===== src/rtl/sm_mem_arbiter_if.sv =====
// Bus bundle for sm_mem_arbiter: fetch port, data port and the shared
// single-port memory. The arbiter uses the slave view; requesters and memory use master.
interface sm_mem_arbiter_if;
  logic        i_req;
  logic [31:0] i_addr;
  logic        i_ack;
  logic [31:0] i_rdata;

  logic        d_req;
  logic        d_we;
  logic [31:0] d_addr;
  logic [15:0] d_wdata;
  logic        d_ack;
  logic [31:0] d_rdata;

  logic        m_en;
  logic        m_we;
  logic [6:0]  m_addr;
  logic [15:0] m_wdata;
  logic [15:0] m_rdata;

  logic        busy;

  modport slave (
    input  i_req, i_addr, d_req, d_we, d_addr, d_wdata, m_rdata,
    output i_ack, i_rdata, d_ack, d_rdata, m_en, m_we, m_addr, m_wdata, busy
  );

  modport master (
    output i_req, i_addr, d_req, d_we, d_addr, d_wdata, m_rdata,
    input  i_ack, i_rdata, d_ack, d_rdata, m_en, m_we, m_addr, m_wdata, busy
  );
endinterface


===== src/rtl/sm_mem_arbiter.sv =====
// Shares one single-port 128x16 synchronous memory between a 32-bit fetch
// port (two halfword reads) and a halfword load/store port, round-robin on ties.
module sm_mem_arbiter (
  input  logic              clk,
  input  logic              rst,
  sm_mem_arbiter_if.slave   bus
);

  typedef enum logic [2:0] {
    IDLE  = 3'd0,
    I_LO  = 3'd1,
    I_HI  = 3'd2,
    I_FIN = 3'd3,
    D_RD  = 3'd4,
    D_FIN = 3'd5,
    D_WR  = 3'd6
  } state_t;

  state_t      state, stateNext;
  logic        lastGrantData;   // 1: data port was served last
  logic        grantI, grantD;
  logic [5:0]  iAddrQ;
  logic [6:0]  dAddrQ;
  logic [15:0] dWdataQ;
  logic [15:0] loQ;
  logic [31:0] iRdataQ, dRdataQ;

  logic        mEn, mWe, iAck, dAck, loadFin;
  logic [6:0]  mAddr;
  logic [15:0] mWdata;
  logic [31:0] dLoadExt;

  // Upper address bits are don't-care: addresses wrap within the memory.
  logic unusedAddrBits;
  assign unusedAddrBits = &{1'b0, bus.i_addr[31:6], bus.d_addr[31:7]};

  assign dLoadExt = {{16{bus.m_rdata[15]}}, bus.m_rdata};

  // NOTE: every variable gets a default before the case so no path leaves it
  // unassigned; otherwise synthesis infers a latch.
  always_comb begin
    stateNext = state;
    grantI    = 1'b0;
    grantD    = 1'b0;
    mEn       = 1'b0;
    mWe       = 1'b0;
    mAddr     = '0;
    mWdata    = '0;
    iAck      = 1'b0;
    dAck      = 1'b0;

    case (state)
      IDLE: begin
        grantI = bus.i_req && (!bus.d_req || lastGrantData);
        grantD = bus.d_req && !grantI;
        if (grantI)      stateNext = I_LO;
        else if (grantD) stateNext = bus.d_we ? D_WR : D_RD;
      end
      I_LO: begin
        mEn       = 1'b1;
        mAddr     = {iAddrQ, 1'b0};
        stateNext = I_HI;
      end
      I_HI: begin
        mEn       = 1'b1;
        mAddr     = {iAddrQ, 1'b1};
        stateNext = I_FIN;
      end
      I_FIN: begin
        iAck      = 1'b1;
        stateNext = IDLE;
      end
      D_RD: begin
        mEn       = 1'b1;
        mAddr     = dAddrQ;
        stateNext = D_FIN;
      end
      D_FIN: begin
        dAck      = 1'b1;
        stateNext = IDLE;
      end
      D_WR: begin
        mEn       = 1'b1;
        mWe       = 1'b1;
        mAddr     = dAddrQ;
        mWdata    = dWdataQ;
        dAck      = 1'b1;
        stateNext = IDLE;
      end
      default: stateNext = IDLE;
    endcase

    // Reset must suppress a write or ack in the very cycle it is asserted.
    if (rst) begin
      mEn    = 1'b0;
      mWe    = 1'b0;
      mAddr  = '0;
      mWdata = '0;
      iAck   = 1'b0;
      dAck   = 1'b0;
    end
  end

  assign loadFin = (state == D_FIN) && !rst;

  // NOTE: sequential state uses non-blocking assignments so every register
  // samples pre-edge values regardless of statement order.
  always_ff @(posedge clk) begin
    if (rst) begin
      state         <= IDLE;
      lastGrantData <= 1'b0;
      iAddrQ        <= '0;
      dAddrQ        <= '0;
      dWdataQ       <= '0;
      loQ           <= '0;
      iRdataQ       <= '0;
      dRdataQ       <= '0;
    end else begin
      state <= stateNext;
      if (grantI) begin
        iAddrQ        <= bus.i_addr[5:0];
        lastGrantData <= 1'b0;
      end
      if (grantD) begin
        dAddrQ        <= bus.d_addr[6:0];
        dWdataQ       <= bus.d_wdata;
        lastGrantData <= 1'b1;
      end
      if (state == I_HI)  loQ     <= bus.m_rdata;
      if (state == I_FIN) iRdataQ <= {bus.m_rdata, loQ};
      if (state == D_FIN) dRdataQ <= dLoadExt;
    end
  end

  assign bus.m_en    = mEn;
  assign bus.m_we    = mWe;
  assign bus.m_addr  = mAddr;
  assign bus.m_wdata = mWdata;
  assign bus.i_ack   = iAck;
  assign bus.d_ack   = dAck;
  assign bus.i_rdata = iAck ? {bus.m_rdata, loQ} : iRdataQ;
  assign bus.d_rdata = loadFin ? dLoadExt : dRdataQ;
  assign bus.busy    = (state != IDLE) && !rst;

endmodule


===== src/flat_wrapper.sv =====
// flat-port wrapper written by rule: the top's interface ports become plain ports
module sm_mem_arbiter_flat 
  (clk, rst, bus_i_req, bus_i_addr, bus_d_req, bus_d_we, bus_d_addr, bus_d_wdata, bus_m_rdata, bus_i_ack, bus_i_rdata, bus_d_ack, bus_d_rdata, bus_m_en, bus_m_we, bus_m_addr, bus_m_wdata, bus_busy);
  sm_mem_arbiter_if bus_i ();
  input  logic clk;
  input  logic rst;
  input wire logic [$bits(bus_i.i_req)-1:0] bus_i_req;
  input wire logic [$bits(bus_i.i_addr)-1:0] bus_i_addr;
  input wire logic [$bits(bus_i.d_req)-1:0] bus_d_req;
  input wire logic [$bits(bus_i.d_we)-1:0] bus_d_we;
  input wire logic [$bits(bus_i.d_addr)-1:0] bus_d_addr;
  input wire logic [$bits(bus_i.d_wdata)-1:0] bus_d_wdata;
  input wire logic [$bits(bus_i.m_rdata)-1:0] bus_m_rdata;
  output wire logic [$bits(bus_i.i_ack)-1:0] bus_i_ack;
  output wire logic [$bits(bus_i.i_rdata)-1:0] bus_i_rdata;
  output wire logic [$bits(bus_i.d_ack)-1:0] bus_d_ack;
  output wire logic [$bits(bus_i.d_rdata)-1:0] bus_d_rdata;
  output wire logic [$bits(bus_i.m_en)-1:0] bus_m_en;
  output wire logic [$bits(bus_i.m_we)-1:0] bus_m_we;
  output wire logic [$bits(bus_i.m_addr)-1:0] bus_m_addr;
  output wire logic [$bits(bus_i.m_wdata)-1:0] bus_m_wdata;
  output wire logic [$bits(bus_i.busy)-1:0] bus_busy;
  assign bus_i.i_req = bus_i_req;
  assign bus_i.i_addr = bus_i_addr;
  assign bus_i.d_req = bus_d_req;
  assign bus_i.d_we = bus_d_we;
  assign bus_i.d_addr = bus_d_addr;
  assign bus_i.d_wdata = bus_d_wdata;
  assign bus_i.m_rdata = bus_m_rdata;
  assign bus_i_ack = bus_i.i_ack;
  assign bus_i_rdata = bus_i.i_rdata;
  assign bus_d_ack = bus_i.d_ack;
  assign bus_d_rdata = bus_i.d_rdata;
  assign bus_m_en = bus_i.m_en;
  assign bus_m_we = bus_i.m_we;
  assign bus_m_addr = bus_i.m_addr;
  assign bus_m_wdata = bus_i.m_wdata;
  assign bus_busy = bus_i.busy;
  sm_mem_arbiter u_core (.clk(clk), .rst(rst), .bus(bus_i));
endmodule

===== config.mk =====
export PLATFORM = sky130hd
export DESIGN_NAME = sm_mem_arbiter_flat
export DESIGN_NICKNAME = d
export VERILOG_FILES = /design/src/rtl/sm_mem_arbiter_if.sv /design/src/rtl/sm_mem_arbiter.sv /design/src/flat_wrapper.sv
export SDC_FILE = /design/constraint.sdc
export NUM_CORES = 1
export LEC_CHECK = 0
export BUFFER_PORTS_ARGS = -buffer_cell sky130_fd_sc_hd__buf_2
export CAP_MARGIN = 10
export CORE_UTILIZATION = 50
export CTS_CLUSTER_DIAMETER = 150
export DETAILED_ROUTE_END_ITERATION = 8
export PLACE_DENSITY = 0.91
export SLEW_MARGIN = 20
export SYNTH_ARGS = -nofsm -noshare
export SYNTH_HDL_FRONTEND = slang
export SYNTH_SLANG_ARGS = --single-unit

===== constraint.sdc =====
create_clock -name clk -period 3.1 [get_ports clk]
set_input_delay 0.62 -clock clk [delete_from_list [all_inputs] [get_ports clk]]
set_output_delay 0.62 -clock clk [all_outputs]
set_load 0.005 [all_outputs]

==> impl_metrics.json <==
{
  "status": "finished clean",
  "setup_tns_ps": 0,
  "cp-startpoint": "u_core.state[1]",
  "final-max-slew-violation-count": 0,
  "synth_top_family_by_area": "simple AND/OR/NAND/NOR gates",
  "syn_area_um2": 4451,
  "first_global_vias": 3344,
  "hold_violations": 0,
  "postRouteWirelength_mm": 10.22,
  "worstSetupPathType": "flop to primary output",
  "rows": 34,
  "first_pass_iters": 4,
  "htreeDepth": 3,
  "synthMuxAreaShare_pct": 13.49,
  "post-cts-setup-buffer-count": 0,
  "hold_path_depth": 2,
  "cts_root_buf": "clkbuf_8",
  "pwr-share-clk_pct": 31.1,
  "final_cell_mix": "buf_2, dfxtp_1, mux2_2, a22o_1, nand2b_1",
  "synth_seq_cells": 97,
  "synth.distinct_cells": 41,
  "nets": 652,
  "fmax_ghz": 0.3378,
  "hp-start": "u_core.dWdataQ[8]",
  "synth_nets": 544,
  "drv_cap": 0,
  "async_flop_share_pct": 0,
  "synth_area_per_cell_um2": 10.05,
  "hp-class": "flop to flop",
  "final_common_cell": "buf_2",
  "crit_path_end_kind": "primary output",
  "p_seq_share_pct": 49.5,
  "worst_pin_slew_ps": 803.3,
  "core_area_um2": 8678,
  "port-buffer-count": 141,
  "ant_nets": 0,
  "rsz0062_at_grt": "false",
  "synth_compound_area_share_pct": 16.45,
  "synth_adder_area_share_pct": 0,
  "fin_skew_ps": 7.864,
  "synth-edff-count": 0,
  "grt_max_degree": 73,
  "dpl.hpwl_mm": 6.744,
  "grt_pass1_wl_mm": 15.85,
  "start_kind": "flop",
  "reg2reg_from": "u_core.state[0]",
  "timing.final.crit_share_pct": 95.50,
  "finalNonFillerCells": 664,
  "drt_iter0_drc": 65,
  "ios": 193,
  "die_h_um": 96.35,
  "ir_worst_vdd_uv": 295.8,
  "power_leakage_nw": 2.390,
  "synthFlopType": "dfxtp_1",
  "cts_tree": "yes",
  "cts_sinks": 97,
  "fin_crit_ps": 2961,
  "p_int_mw": 2.047,
  "cp_max_fo": 65,
  "final-setup-viol-count": 0,
  "comb_power_share_pct": 19.4,
  "ys_seq_area_share_pct": 43.63,
  "required_ps": 2480,
  "start_util_pct": 51.28,
  "final.fill_count": 761,
  "power_density_nw_per_um2": 546.6,
  "dpl.cell_count": 648,
  "grt_overflow": 0,
  "die-area_um2": 9282,
  "die_x_um": 96.35,
  "clk_latency_ps": 360,
  "dr_total_vias": 3620,
  "track_usage_pct": 22.14,
  "relSlewSlack_pct": 46.04,
  "drc_errors": 0,
  "power_switching_mw": 0.8477,
  "synthSimpleGateAreaFrac_pct": 18.55,
  "clkSlewWorstSetupHoldPaths_ps": 90,
  "vias_per_cell": 5.452,
  "gp_congestion": 0.7647,
  "wire_per_inst_um": 15.39,
  "cts_buffers": 9,
  "antenna_found_initial": 0,
  "crit_arrival_ps": 2340,
  "yosysWarnings": 0,
  "clock_path_buffers": 2,
  "r2r_cells": 5,
  "switching_share_pct": 29.28,
  "diodes": 0,
  "synthXorXnorAreaFrac_pct": 0.3936,
  "syn-instance-count": 443,
  "area_growth_pct": 19.00,
  "drive_above_1_share_pct": 40.83
}
final timing paths:
check	to	slack, ps
setup / recovery	bus_i_rdata[8]	140
hold / removal	u_core.dWdataQ[8]	480
hold reg to reg	u_core.dWdataQ[8]	480
setup reg to reg	u_core.dWdataQ[2]	1090
Yosys cell counts (all sizes together), types with 2 or more instances:
cell	n	share of area [%]
nand4b	23	4.5
a22o	48	9.4
mux2	48	12
and2	17	2.4
nor2b	2	0.34
buf	34	5.5
nor4	2	0.62
dfxtp	97	44
a21oi	18	2.0
nand2b	37	5.2
clkbuf	20	1.7
nor2	9	0.76
nand2	33	2.8
a32oi	6	1.2
nor3	3	0.45
o21ai	23	2.6
mux2i	6	1.3
inv	2	0.22
per-stage QoR:
| stage | util [%] | cell area [µm²] | power [mW] | hold slack, ps | worst slack (ps) |
|---|---|---|---|---|---|
| global placement | 58.51 | 5077 | 1.997 | 451.8 | 537.8 |
| finish | 61.03 | 5296 | 2.895 | 475.5 | 139.4 |
| floorplan | - | 4451 | 1.845 | 438.3 | 839.5 |
| CTS | 61.02 | 5295 | 2.916 | 477.0 | 95.16 |
| detailed placement | 58.51 | 5077 | 2.022 | 456.1 | 492.9 |
| global route | 61.03 | 5296 | 3.052 | 497.2 | 35.00 |
critical path, cell delays in order, from the launching register on:
cell	delay, ps
dfxtp_1	610
nor2b_2	290
and3b_2	230
buf_12	290
mux2_2	400
buf_2	130
cell type report:
type | instances | area (µm²) | area share (%)
multi-input combinational | 290 | 2185 | 41.25
clock inverter | 6 | 90.09 | 1.701
sequential | 97 | 1943 | 36.69
timing repair buffer | 151 | 805.8 | 15.21
inverter | 2 | 10.01 | 0.1890
tap | 108 | 135.1 | 2.551
clock buffer | 10 | 127.6 | 2.410
power groups by stage:
stage | Sequential [mW] | Combinational [mW] | Clock [mW]
after detailed placement | 1.46 | 0.563 | 0
final | 1.43 | 0.562 | 0.901
after global placement | 1.45 | 0.545 | 0
after global routing | 1.45 | 0.628 | 0.978
after floorplan | 1.43 | 0.417 | 0
after CTS | 1.43 | 0.565 | 0.920
sequential cells by signal, indices dropped and copies added (netlist names):
signal	flops
u_core.state	3
u_core.lastGrantData	1
u_core.dAddrQ	7
u_core.iRdataQ	32
u_core.iAddrQ	6
u_core.dWdataQ	16
u_core.dRdataQ	16
u_core.loQ	16
cell families (layout without fill, tap and decap cells):
logic type                after synthesis  count (layout)
xor gates and xnor gates                2               2
and+or+nand+nor                       132             132
buffers and inverters                  56             169
muxes                                  54              54
DFF                                    97              97
AOI/OAI and AO/OA                     102             102
per-layer routing:
layer	share of wire (%)	track usage (%)
met4	1.2	7.353
met5	0	0
met2	48	36.94
met1	45	27.41
met3	6.4	6.240
timing repair:
action	4_1_cts	5_1_grt
endpoints found under the setup margin	0	17
hold buffers	0	0
resized for setup	0	1
(Power assumes the default switching activity.)
